===== config.mk =====
export PLATFORM = sky130hd
export DESIGN_NAME = clint_ctrl_flat
export DESIGN_NICKNAME = d
export VERILOG_FILES = /design/src/rtl/clint_pkg.sv /design/src/rtl/clint_ctrl_if.sv /design/src/rtl/clint_ctrl.sv /design/src/flat_wrapper.sv
export SDC_FILE = /design/constraint.sdc
export NUM_CORES = 1
export LEC_CHECK = 0
export CAP_MARGIN = 0
export CORE_MARGIN = 2
export CORE_UTILIZATION = 25
export DETAILED_ROUTE_END_ITERATION = 6
export SETUP_SLACK_MARGIN = 0.2
export SYNTH_ARGS = -nofsm -noshare
export SYNTH_HDL_FRONTEND = slang
export SYNTH_SLANG_ARGS = --single-unit

===== constraint.sdc =====
create_clock -name clk -period 1.9 [get_ports clk]
set_input_delay 0.38 -clock clk [delete_from_list [all_inputs] [get_ports clk]]
set_output_delay 0.38 -clock clk [all_outputs]
set_load 0.02 [all_outputs]

===== src/rtl/clint_pkg.sv =====
// ---------------------------------------------------------------------------
// clint_pkg
// Shared definitions for the CLINT bus-side controller:
//   - bus/register widths
//   - memory-mapped byte offsets of the four 32-bit timer words
//   - controller FSM state encoding
//   - staging-register tag (which 64-bit register a staged lo word belongs to)
// ---------------------------------------------------------------------------
package clint_pkg;

  localparam int BUS_W = 32;
  localparam int REG_W = 64;

  localparam logic [3:0] MTIME_LO    = 4'h0;
  localparam logic [3:0] MTIME_HI    = 4'h4;
  localparam logic [3:0] MTIMECMP_LO = 4'h8;
  localparam logic [3:0] MTIMECMP_HI = 4'hC;

  typedef enum logic [1:0] {
    IDLE   = 2'd0,
    COMMIT = 2'd1,
    RESP   = 2'd2
  } state_e;

  typedef enum logic {
    TAG_MTIME    = 1'b0,
    TAG_MTIMECMP = 1'b1
  } tag_e;

endpackage


===== src/rtl/clint_ctrl_if.sv =====
// ---------------------------------------------------------------------------
// clint_ctrl_if
// Simple req/ack MMIO bus between the core's decode and clint_ctrl.
//   i_req   : request, held high by the master until it sees o_ack
//   i_we    : 1 = write, 0 = read
//   i_addr  : byte offset inside the CLINT timer window
//   i_wdata : write data
//   o_ack   : one-cycle response strobe
//   o_err   : misaligned access, valid with o_ack
//   o_rdata : read data, valid with o_ack
//
// Handshake: a transfer is accepted on the first clock edge where the slave
// is idle and i_req is high; i_we/i_addr/i_wdata must be stable from then
// until o_ack. The master drops i_req in the o_ack cycle; a request still
// high in the following cycle is a new transfer.
// ---------------------------------------------------------------------------
interface clint_ctrl_if #(
  parameter int BUS_WIDTH = 32
) ();
  logic                 i_req;
  logic                 i_we;
  logic [3:0]           i_addr;
  logic [BUS_WIDTH-1:0] i_wdata;
  logic                 o_ack;
  logic                 o_err;
  logic [BUS_WIDTH-1:0] o_rdata;

  modport master (
    output i_req, i_we, i_addr, i_wdata,
    input  o_ack, o_err, o_rdata
  );

  modport slave (
    input  i_req, i_we, i_addr, i_wdata,
    output o_ack, o_err, o_rdata
  );
endinterface


===== src/rtl/clint_ctrl.sv =====
// ---------------------------------------------------------------------------
// clint_ctrl
// Bus-side controller for the CLINT timer datapath. Maps mtime/mtimecmp as
// four 32-bit words, turns lo+hi writes into one atomic 64-bit load, gives
// tear-free 64-bit mtime reads via a hi-word snapshot, and masks the timer
// interrupt while a mtimecmp update is half written.
// Ports:
//   clk, arstn     : clock, asynchronous active-low reset
//   bus            : req/ack MMIO slave (see clint_ctrl_if)
//   i_mtime        : live mtime from the datapath
//   i_timer_int    : raw datapath compare (mtime >= mtimecmp)
//   o_write_en_1   : mtime load strobe (one cycle, COMMIT only)
//   o_write_en_2   : mtimecmp load strobe (one cycle, COMMIT only)
//   o_data         : 64-bit load data, zero outside COMMIT
//   o_irq          : registered, masked machine timer interrupt
//   o_state        : current FSM state, for observation
// ---------------------------------------------------------------------------
module clint_ctrl
  import clint_pkg::*;
#(
  parameter int REG_WIDTH = 64,  // must equal 2 * BUS_WIDTH
  parameter int BUS_WIDTH = 32
) (
  input  logic                 clk,
  input  logic                 arstn,
  clint_ctrl_if.slave          bus,
  input  logic [REG_WIDTH-1:0] i_mtime,
  input  logic                 i_timer_int,
  output logic                 o_write_en_1,
  output logic                 o_write_en_2,
  output logic [REG_WIDTH-1:0] o_data,
  output logic                 o_irq,
  output state_e               o_state
);

  state_e               r_state;
  state_e               w_next;

  // Hi-write request captured at acceptance, consumed in COMMIT.
  tag_e                 r_tgt;
  logic [BUS_WIDTH-1:0] r_hi_wdata;

  // Response registered at acceptance, presented in RESP.
  logic [BUS_WIDTH-1:0] r_rdata;
  logic                 r_err;

  // Lo-word staging for split writes.
  logic [BUS_WIDTH-1:0] r_stage_data;
  logic                 r_stage_valid;
  tag_e                 r_stage_tag;

  // mtime hi snapshot taken on a mtime_lo read.
  logic [BUS_WIDTH-1:0] r_snap;
  logic                 r_snap_valid;

  // Copy of the last committed mtimecmp (datapath has no read port for it).
  logic [REG_WIDTH-1:0] r_shadow_cmp;

  logic                 r_irq;

  logic                 w_accept;
  logic                 w_misaligned;
  logic                 w_stage_hit;
  logic [BUS_WIDTH-1:0] w_low;
  logic                 w_we1;
  logic                 w_we2;
  logic [REG_WIDTH-1:0] w_data;

  always_comb begin
    w_next       = r_state;
    w_accept     = 1'b0;
    w_misaligned = (bus.i_addr[1:0] != 2'b00);
    w_stage_hit  = r_stage_valid && (r_stage_tag == r_tgt);
    w_low        = '0;
    w_we1        = 1'b0;
    w_we2        = 1'b0;
    w_data       = '0;
    case (r_state)
      IDLE: begin
        if (bus.i_req) begin
          w_accept = 1'b1;
          // Only an aligned hi-word write needs the extra commit cycle.
          if (!w_misaligned && bus.i_we && bus.i_addr[2])
            w_next = COMMIT;
          else
            w_next = RESP;
        end
      end
      COMMIT: begin
        if (w_stage_hit)
          w_low = r_stage_data;
        else if (r_tgt == TAG_MTIMECMP)
          w_low = r_shadow_cmp[BUS_WIDTH-1:0];
        else
          w_low = i_mtime[BUS_WIDTH-1:0];
        w_data = {r_hi_wdata, w_low};
        w_we1  = (r_tgt == TAG_MTIME);
        w_we2  = (r_tgt == TAG_MTIMECMP);
        w_next = RESP;
      end
      RESP:    w_next = IDLE;
      default: w_next = IDLE;
    endcase
  end

  always_ff @(posedge clk or negedge arstn) begin
    if (!arstn) begin
      r_state       <= IDLE;
      r_tgt         <= TAG_MTIME;
      r_hi_wdata    <= '0;
      r_rdata       <= '0;
      r_err         <= 1'b0;
      r_stage_data  <= '0;
      r_stage_valid <= 1'b0;
      r_stage_tag   <= TAG_MTIME;
      r_snap        <= '0;
      r_snap_valid  <= 1'b0;
      r_shadow_cmp  <= '0;
      r_irq         <= 1'b0;
    end else begin
      r_state <= w_next;
      // Mask only while a mtimecmp lo word is waiting for its hi half.
      r_irq   <= i_timer_int & ~(r_stage_valid & (r_stage_tag == TAG_MTIMECMP));

      if (w_accept) begin
        r_err   <= w_misaligned;
        r_rdata <= '0;
        if (!w_misaligned) begin
          if (bus.i_we) begin
            if (bus.i_addr[2]) begin
              r_tgt      <= bus.i_addr[3] ? TAG_MTIMECMP : TAG_MTIME;
              r_hi_wdata <= bus.i_wdata;
            end else begin
              r_stage_data  <= bus.i_wdata;
              r_stage_valid <= 1'b1;
              r_stage_tag   <= bus.i_addr[3] ? TAG_MTIMECMP : TAG_MTIME;
            end
          end else begin
            case (bus.i_addr)
              MTIME_LO: begin
                r_rdata      <= i_mtime[BUS_WIDTH-1:0];
                r_snap       <= i_mtime[REG_WIDTH-1:BUS_WIDTH];
                r_snap_valid <= 1'b1;
              end
              MTIME_HI: begin
                r_rdata      <= r_snap_valid ? r_snap : i_mtime[REG_WIDTH-1:BUS_WIDTH];
                r_snap_valid <= 1'b0;
              end
              MTIMECMP_LO: r_rdata <= r_shadow_cmp[BUS_WIDTH-1:0];
              MTIMECMP_HI: r_rdata <= r_shadow_cmp[REG_WIDTH-1:BUS_WIDTH];
              default:     r_rdata <= '0;
            endcase
          end
        end
      end

      if (r_state == COMMIT) begin
        // A mismatched tag leaves the staged word for its own hi write.
        if (w_stage_hit)
          r_stage_valid <= 1'b0;
        if (r_tgt == TAG_MTIMECMP)
          r_shadow_cmp <= w_data;
      end
    end
  end

  assign bus.o_ack   = (r_state == RESP);
  assign bus.o_err   = (r_state == RESP) & r_err;
  assign bus.o_rdata = (r_state == RESP) ? r_rdata : '0;
  assign o_write_en_1 = w_we1;
  assign o_write_en_2 = w_we2;
  assign o_data       = w_data;
  assign o_irq        = r_irq;
  assign o_state      = r_state;

endmodule

===== src/flat_wrapper.sv =====
// flat-port wrapper written by rule: the top's interface ports become plain ports
module clint_ctrl_flat import clint_pkg::*;
#(
  parameter int REG_WIDTH = 64,                             
  parameter int BUS_WIDTH = 32
)
  (clk, arstn, i_mtime, i_timer_int, o_write_en_1, o_write_en_2, o_data, o_irq, o_state, bus_i_req, bus_i_we, bus_i_addr, bus_i_wdata, bus_o_ack, bus_o_err, bus_o_rdata);
  clint_ctrl_if #(.BUS_WIDTH(BUS_WIDTH)) bus_i ();
  input  logic clk;
  input  logic arstn;
  input  logic [REG_WIDTH-1:0] i_mtime;
  input  logic i_timer_int;
  output logic o_write_en_1;
  output logic o_write_en_2;
  output logic [REG_WIDTH-1:0] o_data;
  output logic o_irq;
  output state_e o_state;
  input wire logic [$bits(bus_i.i_req)-1:0] bus_i_req;
  input wire logic [$bits(bus_i.i_we)-1:0] bus_i_we;
  input wire logic [$bits(bus_i.i_addr)-1:0] bus_i_addr;
  input wire logic [$bits(bus_i.i_wdata)-1:0] bus_i_wdata;
  output wire logic [$bits(bus_i.o_ack)-1:0] bus_o_ack;
  output wire logic [$bits(bus_i.o_err)-1:0] bus_o_err;
  output wire logic [$bits(bus_i.o_rdata)-1:0] bus_o_rdata;
  assign bus_i.i_req = bus_i_req;
  assign bus_i.i_we = bus_i_we;
  assign bus_i.i_addr = bus_i_addr;
  assign bus_i.i_wdata = bus_i_wdata;
  assign bus_o_ack = bus_i.o_ack;
  assign bus_o_err = bus_i.o_err;
  assign bus_o_rdata = bus_i.o_rdata;
  clint_ctrl #(.REG_WIDTH(REG_WIDTH), .BUS_WIDTH(BUS_WIDTH)) u_core (.clk(clk), .arstn(arstn), .bus(bus_i), .i_mtime(i_mtime), .i_timer_int(i_timer_int), .o_write_en_1(o_write_en_1), .o_write_en_2(o_write_en_2), .o_data(o_data), .o_irq(o_irq), .o_state(o_state));
endmodule

==> reports/results.ini <==
[outcome]
status = complete, but fails checks
violations = setup timing

[cts]
cts_sinks = 200
cts_buffer_depth = 2
cts_root_buf = clkbuf_16
h-tree-depth = 4
cts_tree = yes
cts_made_buffers = 17
clkLatencyLatePin_ns = 0.45
clk_pin_slew_ns = 0.08

[global_route]
overflow = 0
grt_max_degree = 52
grt_pass1_wl_um = 58600
antenna_found_initial = 2
grt_pass1_vias = 8675
grt.total_usage = 0.194

[yosys]
synth-edff-count = 0
async_reset_ff_frac = 1.00
syn-cell-area_um2 = 10100
synth_ff_type = dfrtp_1
ys_types = 33
avgSynthCellArea_um2 = 12.2
synth_seq_cells = 200
ys_seq_area_frac = 0.497
syn-instance-count = 823
ys.warnings.count = 0
syn-num-nets = 928

[power_and_ir_drop]
p_leak_nw = 7.42
combPwrFrac = 0.390
peakVddDrop_uv = 631
p_int_mw = 9.46
swShare = 0.356
power_switching_mw = 5.22
powerDensity_nw_per_um2 = 875
p_seq_frac = 0.363
clockPowerShare = 0.247

[critical_path]
r2r-start = u_core.o_state[1]
worst-setup-path-type = reg2out
cp.arrival_ns = 2.12
worstRegToRegCells = 13
required_ns = 1.52
r2r_end = u_core.r_shadow_cmp[26]
crit_path_max_fanout = 5
reg2reg_slack_ns = -0.47
critical_path.endpoint_type = primary output
start_kind = flop

[floorplanning]
die-width_um = 205
die-area_um2 = 41900
initial_core_util = 0.254
ios = 208
rows = 73
coreArea_um2 = 39700
fp.dieH_um = 205

[timing]
period_needed_ns = 2.50
post-route-period-util = 1.32
hold_viol_final = 0
rsz0062_at_grt = yes
relSlewSlack = 0.651
setup_viol = 291
clock_skew_ns = 0.0133
maxSlewViolCount = 0
worst_pin_slew_ns = 0.523
setup_ws_ns = -0.602
fmax_mhz = 400

[placement]
placed_area_um2 = 14200
hpwl_um = 25900
placed_cells = 1561
portBuffers = 207
place_congestion = 0.813

[drt]
wl_um = 42600
vias_per_cell = 4.97
drtPass1Iterations = 4
wl_per_cell_um = 25.4
antenna_left = 0
vias = 8330
drtIter0Drc = 485
drc = 0

[final_layout]
drive_above_1_share = 0.630
final_cell_area_um2 = 16800
fin_cells = 1676
num-nets-final = 1242
synthToLayoutAreaGrowth_pct = 66.6

[job]
cap_violations = 0

[worst_hold_path]
hp-class = in2async

==> power by group through the flow <==
| stage | clock (mW) | combinational [mW] | sequential (mW) |
|---|---|---|---|
| global placement | 0 | 4.32 | 5.33 |
| CTS | 3.72 | 5.26 | 5.32 |
| floorplan | 0 | 2.86 | 5.18 |
| detailed placement | 0 | 4.36 | 5.36 |
| finish | 3.62 | 5.73 | 5.33 |
| global route | 3.88 | 6.03 | 5.41 |
==> sequential cells by signal, indices dropped and copies added (netlist names), 2 cells and up <==
name and cells:
u_core.o_state 2, u_core.r_hi_wdata 32, u_core.r_rdata 32, u_core.r_shadow_cmp 64
u_core.r_snap 32, u_core.r_stage_data 32
==> worst max path at each step <==
stage,start,endpoint,slack [ns],depth (start not counted)
2_1_floorplan,u_core.o_state[0],u_core.r_hi_wdata[10],-0.005,6
4_1_cts,u_core.r_tgt,o_data[24],-0.64,6
6_report,u_core.o_state[1],o_data[46],-0.60,12
3_3_place_gp,i_mtime[8],o_data[8],-0.53,5
5_1_grt,u_core.o_state[1],o_data[46],-0.67,12
3_5_place_dp,i_mtime[8],o_data[8],-0.54,5
==> metrics by stage <==
stage	util	TNS [ns]	total power [mW]	hold WS [ns]	setup WS, ns
floorplan	-	-0.112	8.04	0.0844	-0.00469
global placement	0.358	-46.44	9.65	0.372	-0.535
detailed placement	0.358	-49.53	9.72	0.370	-0.539
CTS	0.403	-57.00	14.3	0.438	-0.636
global route	0.422	-86.53	15.3	0.438	-0.667
finish	0.423	-70.80	14.7	0.412	-0.602
==> kinds of logic (layout without fill, tap and decap cells) <==
group / after synthesis / in the layout / share of synthesized area
compound gates: 133 / 133 / 0.0981
buf+inv: 80 / 407 / 0.0330
simple gates: 182 / 182 / 0.107
xor+xnor: 2 / 2 / 0.00174
other cells: 0 / 1 / 0
mux: 226 / 226 / 0.263
flops: 200 / 200 / 0.497
==> cells in the mapped netlist (2+ instances only) <==
cell	instances	share of area
a21oi_1	3	0.0015
a221oi_1	32	0.028
a22oi_1	32	0.024
a32oi_1	32	0.028
and2_1	65	0.040
buf_1	4	0.0015
buf_2	8	0.0040
buf_6	3	0.0034
clkbuf_1	61	0.023
dfrtp_1	200	0.50
inv_1	3	0.0011
mux2_2	197	0.22
mux2_4	29	0.043
nand2_1	2	0.00075
nor2_1	4	0.0015
nor2b_1	35	0.022
nor3_1	65	0.032
o21ai_0	33	0.016
==> per-layer routing <==
metal	vias to the layer above	global-route usage	wire length [um]
li1	3687	-	-
met1	4359	0.249	18600
met2	240	0.325	20600
met3	42	0.0455	2380
met4	2	0.0525	982
met5	-	0	13
==> cells in the final DEF (no fill, tap or decap), drive strengths merged, types with 32 or more instances in the layout <==
| cell type | count |
|---|---|
| nor2b | 35 |
| a221oi | 32 |
| a22oi | 32 |
| clkdlybuf4s50 | 101 |
| a32oi | 32 |
| nor3 | 65 |
| o21ai | 33 |
| and2 | 65 |
| mux2 | 226 |
| buf | 259 |
| dfrtp | 200 |
==> layout make-up <==
cell class                 instances  area (um2)
antenna                            1        2.50
clock buffer                      17         425
clock inverter                    15         138
fill                            3704       22900
inverter                           4        15.0
multi-input combinational        543        6130
sequential                       200        5010
tap                              525         657
timing repair buffer             371        4410
==> worst max-delay path: stages, from the launching register on <==
cell	delay, ns
dfrtp_2	0.41
buf_6	0.12
buf_6	0.11
nor2b_4	0.13
buf_12	0.11
buf_6	0.09
buf_12	0.11
buf_6	0.09
buf_6	0.08
buf_6	0.08
buf_6	0.09
and2_4	0.14
buf_6	0.11
==> timing repair <==
action	in CTS	in global routing
gates resized for setup	717	130
gates cloned	8	10
buffers inserted	42	21
pin swaps	31	58
endpoints found under the setup margin	289	299
hold endpoints to repair	39	0
hold buffers	1	0
Note: power is estimated with default switching activity, not from simulation.
==> RTL change: new RTL, config.mk and constraints unchanged <==
Register the output `o_irq` once more, cleared by the reset; this adds one clock of latency there. The other outputs are not delayed to match. Comments in the files are not updated.
--- a/src/rtl/clint_ctrl.sv
+++ b/src/rtl/clint_ctrl.sv
@@ -172,3 +172,9 @@
   assign o_data       = w_data;
-  assign o_irq        = r_irq;
+  always_ff @(posedge clk or negedge arstn) begin
+    if (!arstn) begin
+      o_irq <= '0;
+    end else begin
+      o_irq <= r_irq;
+    end
+  end
   assign o_state      = r_state;
Formal check against the unedited RTL: not equivalent (Yosys sat finds a counterexample within 4 cycles, from zero or initial values and one cycle with arstn low).
==> RTL change against the unedited design <==
  * The flow still finishes with violations (setup timing)
  * Worst hold slack got worse by 100 ps
  * Via count barely moved
  * Synthesized cell count rose by 4.6%
  * Total power rose by 2.9%
  * First-iteration DRC count fell by 27%
  * Clock skew rose by 8.5 ps
  * Area after synthesis rose by 1.6%
  * Design area rose by 3.4%
  * Routed wire length fell by 9.6%
  * Combinational power fell by 7.3%
  * Worst setup slack improved by 4.9 ps
  * Sequential cell count rose by 1
  * Count of clock-buffer cells in the layout rose by 20
  * Sequential share of layout area fell by 0.84 points
  * Largest cell class unchanged
==> RTL change: results (changes against the unedited design) <==
** Outcome
- Status :: finished with violations
- Violations in the final reports :: setup timing

** Synth
- In the post-synthesis netlist, the biggest area contributors are dfrtp_1 (49%), mux2_2 (22%), mux2_4 (4.3%).
- Portion of the post-synthesis area used by sequential elements :: 49.2% (-0.53 points)
- Most numerous cell types in the synthesized netlist :: dfrtp_1 (201), mux2_2 (197), clkbuf_1 (68)

** Pwr
- The worst vdd rail ir drop was 0.570 mV (-9.8%).
- Leak :: 7.55 nW (+1.7%)
- Clock group share of total power :: 29.7% (+5.0 points)
- The switching power is 0.00486 W (-7.0%).
- The sequential logic power was 0.00531 W (about the same).

** Routing
- Average wire per standard cell :: 22.0 microns (-13%)
- Vias per cell :: 4.77 (-4.0%)
- The number of DRC violations after detailed-routing iteration 0 is 355 (-27%).

** Setup path
- The worst register-to-register path ends at u_core.r_shadow_cmp[9].
- CP Capture Point :: o_data[15]
- Among cell families on the critical path, the largest total delay comes from flip-flops.
- The reg-to-reg setup timing slack came to -430 ps (+40 ps).
- The number of cell instances on the worst register-to-register path came to 10 (-3).
- Critical Path Max Stage Delay :: 550 ps (+140 ps)
- Start point of the critical path :: u_core.r_tgt
- The slowest stage of the critical path belongs to the cell dfrtp_4.

** Clocking
- The number of H-tree levels came to 1 (-3).
- Maximum buffer depth of the clock tree :: 3 (+1)
- Post-cts gate resize count :: 708 (-1.3%)
- The clock input transition at the sequential cells of the worst setup and hold paths is 60 ps (-20 ps).
- Num CTS Buffers :: 25 (+8)

** Timing
- Relative slew slack :: 67.2% (+2.1 points)
- The number of setup violations in the final report is 256 (-12%).
- The setup total negative slack is -82280 ps (-11480 ps).
- Final setup slack of the worst path :: -597 ps (+4.94 ps)

** Global routing
- The overall routing resource usage came to 17.6% (-1.8 points).
- Largest net degree at the start of global routing :: 64 (+23%)
- The wire length of the first global-routing pass is 55500 microns (-5.3%).
- The number of antenna violations at the first check in global routing was 3 (+1).

** Final layout
- Proportion of layout cells with a drive suffix above 1 :: 59.7% (-3.3 points)
- The final net count was 1299 (+4.6%).

** Placement
- Post-DP Area :: 0.0147 sq mm (+3.7%)
- The routability-driven placement congestion ratio came to 0.838 (+3.1%).
- Final HPWL DP :: 25200 microns (-2.4%)

** Hold path
- Worst hold path type :: in -> reg
RTL change: cell count changes after synthesis, moves of 7 or more:
cell,change
nand2_1,+33
nand4_1,+31
o21ai_0,-33
a32oi_1,-32
o211ai_1,+32
clkbuf_1,+7
RTL change: area by class of cell:
cell class	instances	area [sq um]
clock buffers	37	721
repair buffers	385	4730
well taps	532	666
fillers	3729	23300
diodes	4	10.0
inverters	3	11.3
flip-flops and latches	201	5040
multi-input cells	578	6140
clock inverters	7	46.3
RTL change: cells by family (layout without fill, tap and decap cells):
group | count (synthesis) | after routing | share of synthesized area (%)
mux | 226 | 226 | 25.9
other cells | 0 | 4 | 0
xor+xnor | 2 | 2 | 0.171
flops | 201 | 201 | 49.2
buf+inv | 82 | 432 | 3.33
simple gates | 250 | 250 | 13.8
compound gates | 100 | 100 | 7.65
RTL change: worst min path at each step:
stage,end,depth (start not counted)
6_report,u_core.r_snap_valid,3
5_1_grt,u_core.r_snap_valid,3
4_1_cts,u_core.r_snap_valid,3
3_5_place_dp,u_core.r_hi_wdata[28],1
3_3_place_gp,u_core.r_hi_wdata[23],1
2_1_floorplan,u_core.o_irq,0
RTL change: through the flow:
step | total power [W] | instances | worst slack (ps) | hold WS, ps
after detailed placement | 0.00976 | 1611 | -579 | 302
after global routing | 0.0158 | 1744 | -652 | 324
final | 0.0151 | 1747 | -597 | 312
after floorplan | 0.00829 | 861 | -266 | 84.4
after CTS | 0.0148 | 1714 | -658 | 269
after global placement | 0.00968 | 1611 | -562 | 302
RTL change: metal layers:
layer  part of all wire (%)  wire [microns]  vias up  GRT usage (%)
met1                     45           17200     4215           24.4
met2                     49           18800      215           29.0
met4                    2.0             767        4           3.95
met3                    4.5            1740       51           2.38
met5                  0.070              27        -              0
li1                       -               -     3850              -
